===== config.mk =====
export PLATFORM = sky130hd
export DESIGN_NAME = data_bus_arbiter
export DESIGN_NICKNAME = d
export VERILOG_FILES = /design/src/rtl/data_bus_arbiter.sv
export SDC_FILE = /design/constraint.sdc
export NUM_CORES = 1
export LEC_CHECK = 0
export CAP_MARGIN = 20
export CORE_MARGIN = 3
export CORE_UTILIZATION = 39
export CTS_CLUSTER_SIZE = 16
export DETAILED_ROUTE_END_ITERATION = 6
export GPL_ROUTABILITY_DRIVEN = 0
export GPL_TIMING_DRIVEN = 0
export PLACE_DENSITY_LB_ADDON = 0.1
export SLEW_MARGIN = 20
export SYNTH_ARGS = -nofsm -noshare
export SYNTH_HDL_FRONTEND = slang
export SYNTH_SLANG_ARGS = --single-unit

===== constraint.sdc =====
create_clock -name clk -period 2.45 [get_ports clk]
set_clock_uncertainty 0.2 [all_clocks]
set_input_delay 0.6125 -clock clk [delete_from_list [all_inputs] [get_ports clk]]
set_output_delay 0.6125 -clock clk [all_outputs]
set_load 0.1 [all_outputs]

===== src/rtl/data_bus_arbiter.sv =====
// Two-master, two-slave data-bus arbiter with round-robin grant, address decode and IDLE/ACCESS/RESP sequencing.
// Define ARB_TIMEOUT_EN to compile in the ACCESS timeout counter and its error response.
module data_bus_arbiter #(
  parameter logic [31:0] MMIO_BASE_DLM  = 32'h8000_0000,
  parameter logic [31:0] MMIO_MASK_DLM  = 32'hFFFF_FF00,
  parameter logic [31:0] MMIO_BASE_MEM  = 32'h9000_0000,
  parameter logic [31:0] MMIO_MASK_MEM  = 32'hFFFF_FF00,
  parameter int          TIMEOUT_CYCLES = 15
) (
  input  logic        clk,
  input  logic        rst,
  input  logic        m0_req,
  input  logic [31:0] m0_addr,
  input  logic [31:0] m0_wdata,
  input  logic        m0_wen,
  output logic        m0_gnt,
  output logic        m0_rvalid,
  output logic [31:0] m0_rdata,
  output logic        m0_err,
  input  logic        m1_req,
  input  logic [31:0] m1_addr,
  input  logic [31:0] m1_wdata,
  input  logic        m1_wen,
  output logic        m1_gnt,
  output logic        m1_rvalid,
  output logic [31:0] m1_rdata,
  output logic        m1_err,
  output logic [31:0] s_addr,
  output logic [31:0] s_wdata,
  output logic        s_wen,
  output logic        s_dlm_req,
  output logic        s_mem_req,
  input  logic        s_dlm_ready,
  input  logic [31:0] s_dlm_rdata,
  input  logic        s_mem_ready,
  input  logic [31:0] s_mem_rdata
);

  typedef enum logic [1:0] {IDLE, ACCESS, RESP} state_t;

  state_t      state_q, state_d;
  logic        prio_q, prio_d;
  logic        owner_q, owner_d;
  logic [31:0] s_addr_q, s_addr_d;
  logic [31:0] s_wdata_q, s_wdata_d;
  logic        s_wen_q, s_wen_d;
  logic        s_dlm_req_q, s_dlm_req_d;
  logic        s_mem_req_q, s_mem_req_d;
  logic        m0_rvalid_q, m0_rvalid_d, m1_rvalid_q, m1_rvalid_d;
  logic [31:0] m0_rdata_q, m0_rdata_d, m1_rdata_q, m1_rdata_d;
  logic        m0_err_q, m0_err_d, m1_err_q, m1_err_d;
`ifdef ARB_TIMEOUT_EN
  logic [7:0]  cnt_q, cnt_d;
`else
  localparam int unused_timeout_cycles = TIMEOUT_CYCLES;
`endif

  logic        winner, grant_ok, dlm_hit, mem_hit, sel_wen, sel_ready;
  logic [31:0] sel_addr, sel_wdata, sel_rdata;
  logic        resp_valid, resp_owner, resp_err;
  logic [31:0] resp_data;

  // prio_q names the master that wins a tie; a lone request always wins.
  always_comb begin
    winner    = (m0_req && m1_req) ? prio_q : m1_req;
    grant_ok  = (state_q == IDLE) && !rst && (m0_req || m1_req);
    m0_gnt    = grant_ok && !winner;
    m1_gnt    = grant_ok && winner;
    sel_addr  = winner ? m1_addr  : m0_addr;
    sel_wdata = winner ? m1_wdata : m0_wdata;
    sel_wen   = winner ? m1_wen   : m0_wen;
    dlm_hit   = (sel_addr & MMIO_MASK_DLM) == MMIO_BASE_DLM;
    mem_hit   = ((sel_addr & MMIO_MASK_MEM) == MMIO_BASE_MEM) && !dlm_hit;
    sel_ready = s_dlm_req_q ? s_dlm_ready : s_mem_ready;
    sel_rdata = s_dlm_req_q ? s_dlm_rdata : s_mem_rdata;
  end

  always_comb begin
    state_d     = state_q;
    prio_d      = prio_q;
    owner_d     = owner_q;
    s_addr_d    = s_addr_q;
    s_wdata_d   = s_wdata_q;
    s_wen_d     = s_wen_q;
    s_dlm_req_d = s_dlm_req_q;
    s_mem_req_d = s_mem_req_q;
    m0_rvalid_d = m0_rvalid_q;
    m0_rdata_d  = m0_rdata_q;
    m0_err_d    = m0_err_q;
    m1_rvalid_d = m1_rvalid_q;
    m1_rdata_d  = m1_rdata_q;
    m1_err_d    = m1_err_q;
`ifdef ARB_TIMEOUT_EN
    cnt_d       = cnt_q;
`endif
    resp_valid  = 1'b0;
    resp_owner  = owner_q;
    resp_err    = 1'b0;
    resp_data   = 32'h0;

    case (state_q)
      IDLE: begin
        if (grant_ok) begin
          owner_d   = winner;
          prio_d    = ~winner;
          s_addr_d  = sel_addr;
          s_wdata_d = sel_wdata;
          s_wen_d   = sel_wen;
          if (dlm_hit || mem_hit) begin
            state_d     = ACCESS;
            s_dlm_req_d = dlm_hit;
            s_mem_req_d = mem_hit;
`ifdef ARB_TIMEOUT_EN
            cnt_d       = 8'd0;
`endif
          end else begin
            state_d    = RESP;
            resp_valid = 1'b1;
            resp_owner = winner;
            resp_err   = 1'b1;
          end
        end
      end
      ACCESS: begin
        if (sel_ready) begin
          state_d     = RESP;
          s_dlm_req_d = 1'b0;
          s_mem_req_d = 1'b0;
          resp_valid  = 1'b1;
          resp_data   = s_wen_q ? 32'h0 : sel_rdata;
        end
`ifdef ARB_TIMEOUT_EN
        // Ready on the last counted cycle wins over expiry.
        else if (cnt_q == 8'(TIMEOUT_CYCLES - 1)) begin
          state_d     = RESP;
          s_dlm_req_d = 1'b0;
          s_mem_req_d = 1'b0;
          resp_valid  = 1'b1;
          resp_err    = 1'b1;
        end else begin
          cnt_d = cnt_q + 8'd1;
        end
`endif
      end
      RESP: begin
        state_d     = IDLE;
        m0_rvalid_d = 1'b0;
        m0_rdata_d  = 32'h0;
        m0_err_d    = 1'b0;
        m1_rvalid_d = 1'b0;
        m1_rdata_d  = 32'h0;
        m1_err_d    = 1'b0;
      end
      default: state_d = IDLE;
    endcase

    if (resp_valid) begin
      if (resp_owner) begin
        m1_rvalid_d = 1'b1;
        m1_rdata_d  = resp_data;
        m1_err_d    = resp_err;
      end else begin
        m0_rvalid_d = 1'b1;
        m0_rdata_d  = resp_data;
        m0_err_d    = resp_err;
      end
    end
  end

  always_ff @(posedge clk) begin
    if (rst) begin
      state_q     <= IDLE;
      prio_q      <= 1'b0;
      owner_q     <= 1'b0;
      s_addr_q    <= 32'h0;
      s_wdata_q   <= 32'h0;
      s_wen_q     <= 1'b0;
      s_dlm_req_q <= 1'b0;
      s_mem_req_q <= 1'b0;
      m0_rvalid_q <= 1'b0;
      m0_rdata_q  <= 32'h0;
      m0_err_q    <= 1'b0;
      m1_rvalid_q <= 1'b0;
      m1_rdata_q  <= 32'h0;
      m1_err_q    <= 1'b0;
`ifdef ARB_TIMEOUT_EN
      cnt_q       <= 8'd0;
`endif
    end else begin
      state_q     <= state_d;
      prio_q      <= prio_d;
      owner_q     <= owner_d;
      s_addr_q    <= s_addr_d;
      s_wdata_q   <= s_wdata_d;
      s_wen_q     <= s_wen_d;
      s_dlm_req_q <= s_dlm_req_d;
      s_mem_req_q <= s_mem_req_d;
      m0_rvalid_q <= m0_rvalid_d;
      m0_rdata_q  <= m0_rdata_d;
      m0_err_q    <= m0_err_d;
      m1_rvalid_q <= m1_rvalid_d;
      m1_rdata_q  <= m1_rdata_d;
      m1_err_q    <= m1_err_d;
`ifdef ARB_TIMEOUT_EN
      cnt_q       <= cnt_d;
`endif
    end
  end

  assign s_addr    = s_addr_q;
  assign s_wdata   = s_wdata_q;
  assign s_wen     = s_wen_q;
  assign s_dlm_req = s_dlm_req_q;
  assign s_mem_req = s_mem_req_q;
  assign m0_rvalid = m0_rvalid_q;
  assign m0_rdata  = m0_rdata_q;
  assign m0_err    = m0_err_q;
  assign m1_rvalid = m1_rvalid_q;
  assign m1_rdata  = m1_rdata_q;
  assign m1_err    = m1_err_q;

endmodule


Yosys cells after proc, flatten, opt, wreduce, memory -nomap -nowiden

Cells that the tools add are included.

Register bits: 139
Output and inout port bits: 137

Muxes and demuxes: 46
Bitwise operators: 1
Reductions and logical operators: 16
Equality and inequality tests: 7

Operators with widths:

| kind                                                                    | number |
|---|---|
| 32-bit two-way mux                                                      | 12 |
| 24-bit equality test, second input constant                             | 2 |
| 1-bit two-way mux                                                       | 27 |
| 1-bit logical AND                                                       | 6 |
| 2-bit two-way mux                                                       | 3 |
| 1-bit one-hot mux with 2 select lines                                   | 3 |
| 2-bit inequality test, second input constant                            | 2 |
| 2-bit one-hot mux with 2 select lines                                   | 1 |
| 2-bit AND reduction                                                     | 2 |
| 4-bit AND reduction                                                     | 1 |
| 1-bit zero test                                                         | 3 |
| 2-bit by 1-bit equality test with 1-bit output, second input constant   | 1 |
| 2-bit equality test, second input constant                              | 1 |
| 2-bit zero test                                                         | 1 |
| 1-bit logical OR                                                        | 2 |
| 2-bit by 1-bit inequality test with 1-bit output, second input constant | 1 |
| 2-bit nonzero test                                                      | 1 |
| 1-bit inverter                                                          | 1 |

Longest topological paths before layout

Depth after elaboration: 12
Mapped depth: 7

Least setup slack after synthesis

OpenSTA, ideal clock, no wires.

Path kind: input port to output port
Start: in m0_req
End: out m1_gnt
Buffers on the path: 1
Arrival time: 3109 ps
Slack: -1471 ps
Stages: 4
Cells stage by stage: inv_1 o21ai_1 clkbuf_1 nor3_1

Word-level cells in the longest chain between the ends: 3
Elaborated cells between the ends (all ways): 5
Those cells by class: mux (1); reduce/logical (4)

RTL lines:

| element                                                | RTL line | RTL |
|---|---|---|
| start, declared                                        | 12       | `input logic m0_req,` |
| 1-bit logical AND or 1-bit logical OR (tied branches)  | 65, 66   |  |
| 1-bit two-way mux or 1-bit logical AND (tied branches) | 65, 66   |  |
| 1-bit logical AND (*)                                  | 68       | `m1_gnt = grant_ok && winner;` |
| end, declared                                          | 24       | `output logic m1_gnt,` |

Mark *: on every way between the ends. The rest lies on a longest branch, timed or not.

Worst setup path in the final report

Start: reg state_q[1]
End: out m0_gnt

Word-level cells in the longest chain between the ends: 4

RTL lines:

| element                         | RTL line | RTL |
|---|---|---|
| start, declared                 | 41       | `state_t state_q, state_d;` |
| start signal, assigned          | 190      | `state_q <= state_d;` |
| 2-bit zero test                 | 66       | `grant_ok = (state_q == IDLE) && !rst && (m0_req \|\| m1_req);` |
| 1-bit logical AND (2 in series) | 66       |  |
| 1-bit logical AND               | 67       | `m0_gnt = grant_ok && !winner;` |
| end, declared                   | 16       | `output logic m0_gnt,` |

No other way between the ends.

==> summary.md <==
| Metric | Value |
|---|---|
| Post-Syn Instances | 688 |
| Ys async rst share | 0% |
| DIE WIDTH | 132 um |
| FF+latch area | 2790 um^2 |
| Diodes inserted | 0 |
| Reg2reg path depth | 5 |
| Crit end category | output pin |
| Area contributors post-synth | dfxtp_1 45%, nand2_1 12%, a311oi_1 9.0% |
| Starting density of the core | 40.4% |
| Max FO, Critical Path | 4 |
| Final Hold Viols | 0 |
| Final setup fails | 1 |
| Max clock buf depth | 2 |
| Layout filler cell count | 1323 |
| Clock transition at path regs | 0.06 ns |
| Hold_buf cts | 0 |
| Placeable core area | 15400 um^2 |
| Yosys warns | 0 |
| Distinct cells, synth | 45 |
| GRT overflow | 0 |
| Peak VDD IR | 0.000502 V |
| Area fraction of the dominant cell type after synthesis | 44.7% |
| DRT iter0 DRCs | 309 |
| Worst Hold Class | reg2reg |
| Die height | 132 um |
| Pin count of the biggest net entering global routing | 17 |
| Least-Margin Pin Slew | 1.01 ns |
| # H-tree levels | 4 |
| DR WL/cell | 17.9 um |
| Std cell rows | 45 |
| Data arrival, critical path | 1.66 ns |
| I/O Buffers | 336 |
| IO Count | 337 |
| Area of the multi-input gates | 3260 um^2 |
| Synthesized net count | 888 |
| Final WL | 22900 um |
| Die footprint | 17500 um^2 |
| Slew Limit Fails | 0 |
| DP Area | 9890 um^2 |
| Number of CTS-inserted buffers | 17 |
| Register area share after synthesis | 44.7% |
| Post-layout min period | 2.47 ns |
| Pwr Density | 677 nW/um^2 |
| MaxCap Viol Count | 0 |
| Post-Syn Area per Cell | 9.05 um^2 |
| Layout Area Growth over Synthesis | 69.9% |
| CP Data Required Time | 1.64 ns |
| TritonCTS Sinks | 139 |
| Initial DRT Pass Iterations | 5 |
| Slew headroom | 32.9% |
| Clk root buf | clkbuf_16 |
| Vias in the first global route | 6347 |
| Hpwl dp | 17700 um |
| CP Class | reg2out |
| Violated checks | negative setup slack |
| Ratio of cells with drive above 1 in the final layout | 22.1% |
| Finished layout cell area | 10600 um^2 |
| DP Worst Slack | -1.82 ns |
| Clock Latency Late Sink | 0.41 ns |
| Status | finished, violations left |
| Initial antenna violation count | 0 |
| Vias | 6550 |
| Startpoint types | register |
| Leakage | 0.00419 uW |
| Post-Syn Area | 6230 um^2 |
| FF+latch count, synth | 139 |
| Synth Flop Type | dfxtp_1 |
| Hold_ws | 0.250 ns |
| Post-route setup slack | -0.0226 ns |
| Most area-hungry cell type in the Yosys netlist | dfxtp_1 |
| Final period util | 101% |
| CTS tree | yes |
| Nets | 1256 |
| Post-synth EDFFs | 0 |
| All-Layer GR Usage | 25.2% |
| First-pass GRT wire length | 34900 um |
| Detail Route Antenna Nets | 0 |
| Vias per cell | 5.12 |
| RSZ-0062 raised after global routing | true |
| Hold Path Cell Cnt | 2 |
| Remaining DRCs | 0 |
| Maximum clock rate | 404 MHz |
[cell usage in the layout, fill, tap and decap left out, types with 4 or more instances in the layout]
cell / n
nand2_1: 202
clkdlybuf4s50_1: 190
dfxtp_1: 137
nor2_1: 71
a311oi_1: 64
clkbuf_2: 52
clkdlybuf4s15_1: 48
mux2i_1: 35
mux2_2: 32
o2bb2ai_2: 30
clkbuf_1: 28
clkdlybuf4s15_2: 27
clkbuf_16: 18
buf_4: 16
dlygate4sd2_1: 15
buf_6: 8
buf_2: 6
dlymetal6s2s_1: 6
clkinvlp_4: 5
clkbuf_8: 4
nor4_1: 4
nor4_2: 4
bufinv_16: 4
[flip-flops by register name, indices dropped and copies added, names as in the netlist]
signal     count
m0_err         1
m0_rdata      32
m0_rvalid      1
m1_err         1
m1_rdata      32
m1_rvalid      1
owner_q        1
prio_q         1
s_addr        32
s_dlm_req      1
s_mem_req      1
s_wdata       32
s_wen          1
state_q        2
[final timing paths]
path              start    endpoint  slack [ns]
max          state_q[1]      m0_gnt       -0.02
min              m0_err      m0_err        0.25
max reg2reg  state_q[1]  s_addr[31]        0.18
min reg2reg      m0_err      m0_err        0.25
[routing by layer]
metal	up-vias	part of all wire, %	GRT usage, %
met1	3034	38	28.3
met3	51	9.2	8.93
met5	-	0	0
met4	0	3.4	11.6
met2	291	49	42.7
li1	3174	-	-
[cell type report]
type / count / share of cell area, %
clock buffer: 20 / 4.41
clock inverter: 11 / 1.58
tap: 211 / 2.49
timing repair buffer: 349 / 31.2
inverter: 3 / 0.106
buffer: 56 / 3.16
multi-input combinational: 490 / 30.8
sequential: 139 / 26.3
[through the flow]
stage	power (uW)	util, %	std cells	setup TNS, ns
5_1_grt	7400	68.6	1279	-0.999
3_5_place_dp	4470	64.1	1235	-105.63
4_1_cts	7190	68.7	1273	-0.215
2_1_floorplan	3750	-	688	-9.13
3_3_place_gp	4470	64.1	1235	-102.45
6_report	7170	68.6	1279	-0.0226
[power breakdown]
| part | total (uW) | leakage (uW) | internal [uW] | switching (uW) |
|---|---|---|---|---|
| clock | 2760 | 0.000296 | 1770 | 984 |
| sequential | 2440 | 0.00114 | 2380 | 64.8 |
| combinational | 1960 | 0.00276 | 617 | 1350 |
[Yosys cell counts, drive strengths merged (2+ instances only)]
master and n:
a211oi 3, mux2i 36, or4 2, nor3b 2
a21oi 4, nor2 73, buf 19, mux2 32
o2bb2ai 32, dfxtp 139, inv 3, o21ai 4
nand2b 3, nand2 204, nor3 6, nor2b 3
a311oi 64, clkbuf 37, a31oi 2, nor4 8
[worst max-delay path: stages (launching register included)]
cell     delay (ns)
dfxtp_4        0.36
or3_4          0.43
nor3_4         0.25
buf_12         0.21
[what timing repair did]
action	in CTS	in global routing
cloned	0	1
setup buffers	7	5
setup endpoints to repair	268	192
gates resized for setup	281	126
pin swaps	6	9
[logic make-up (layout without fill, tap and decap cells)]
logic type	Yosys count	after routing	synth area share (%)
AOI/OAI and AO/OA	113	113	18.5
buffers and inverters	59	439	4.54
and+or+nand+nor	309	309	20.7
muxes	68	68	11.6
DFF	139	139	44.7
(Power assumes the default switching activity.)
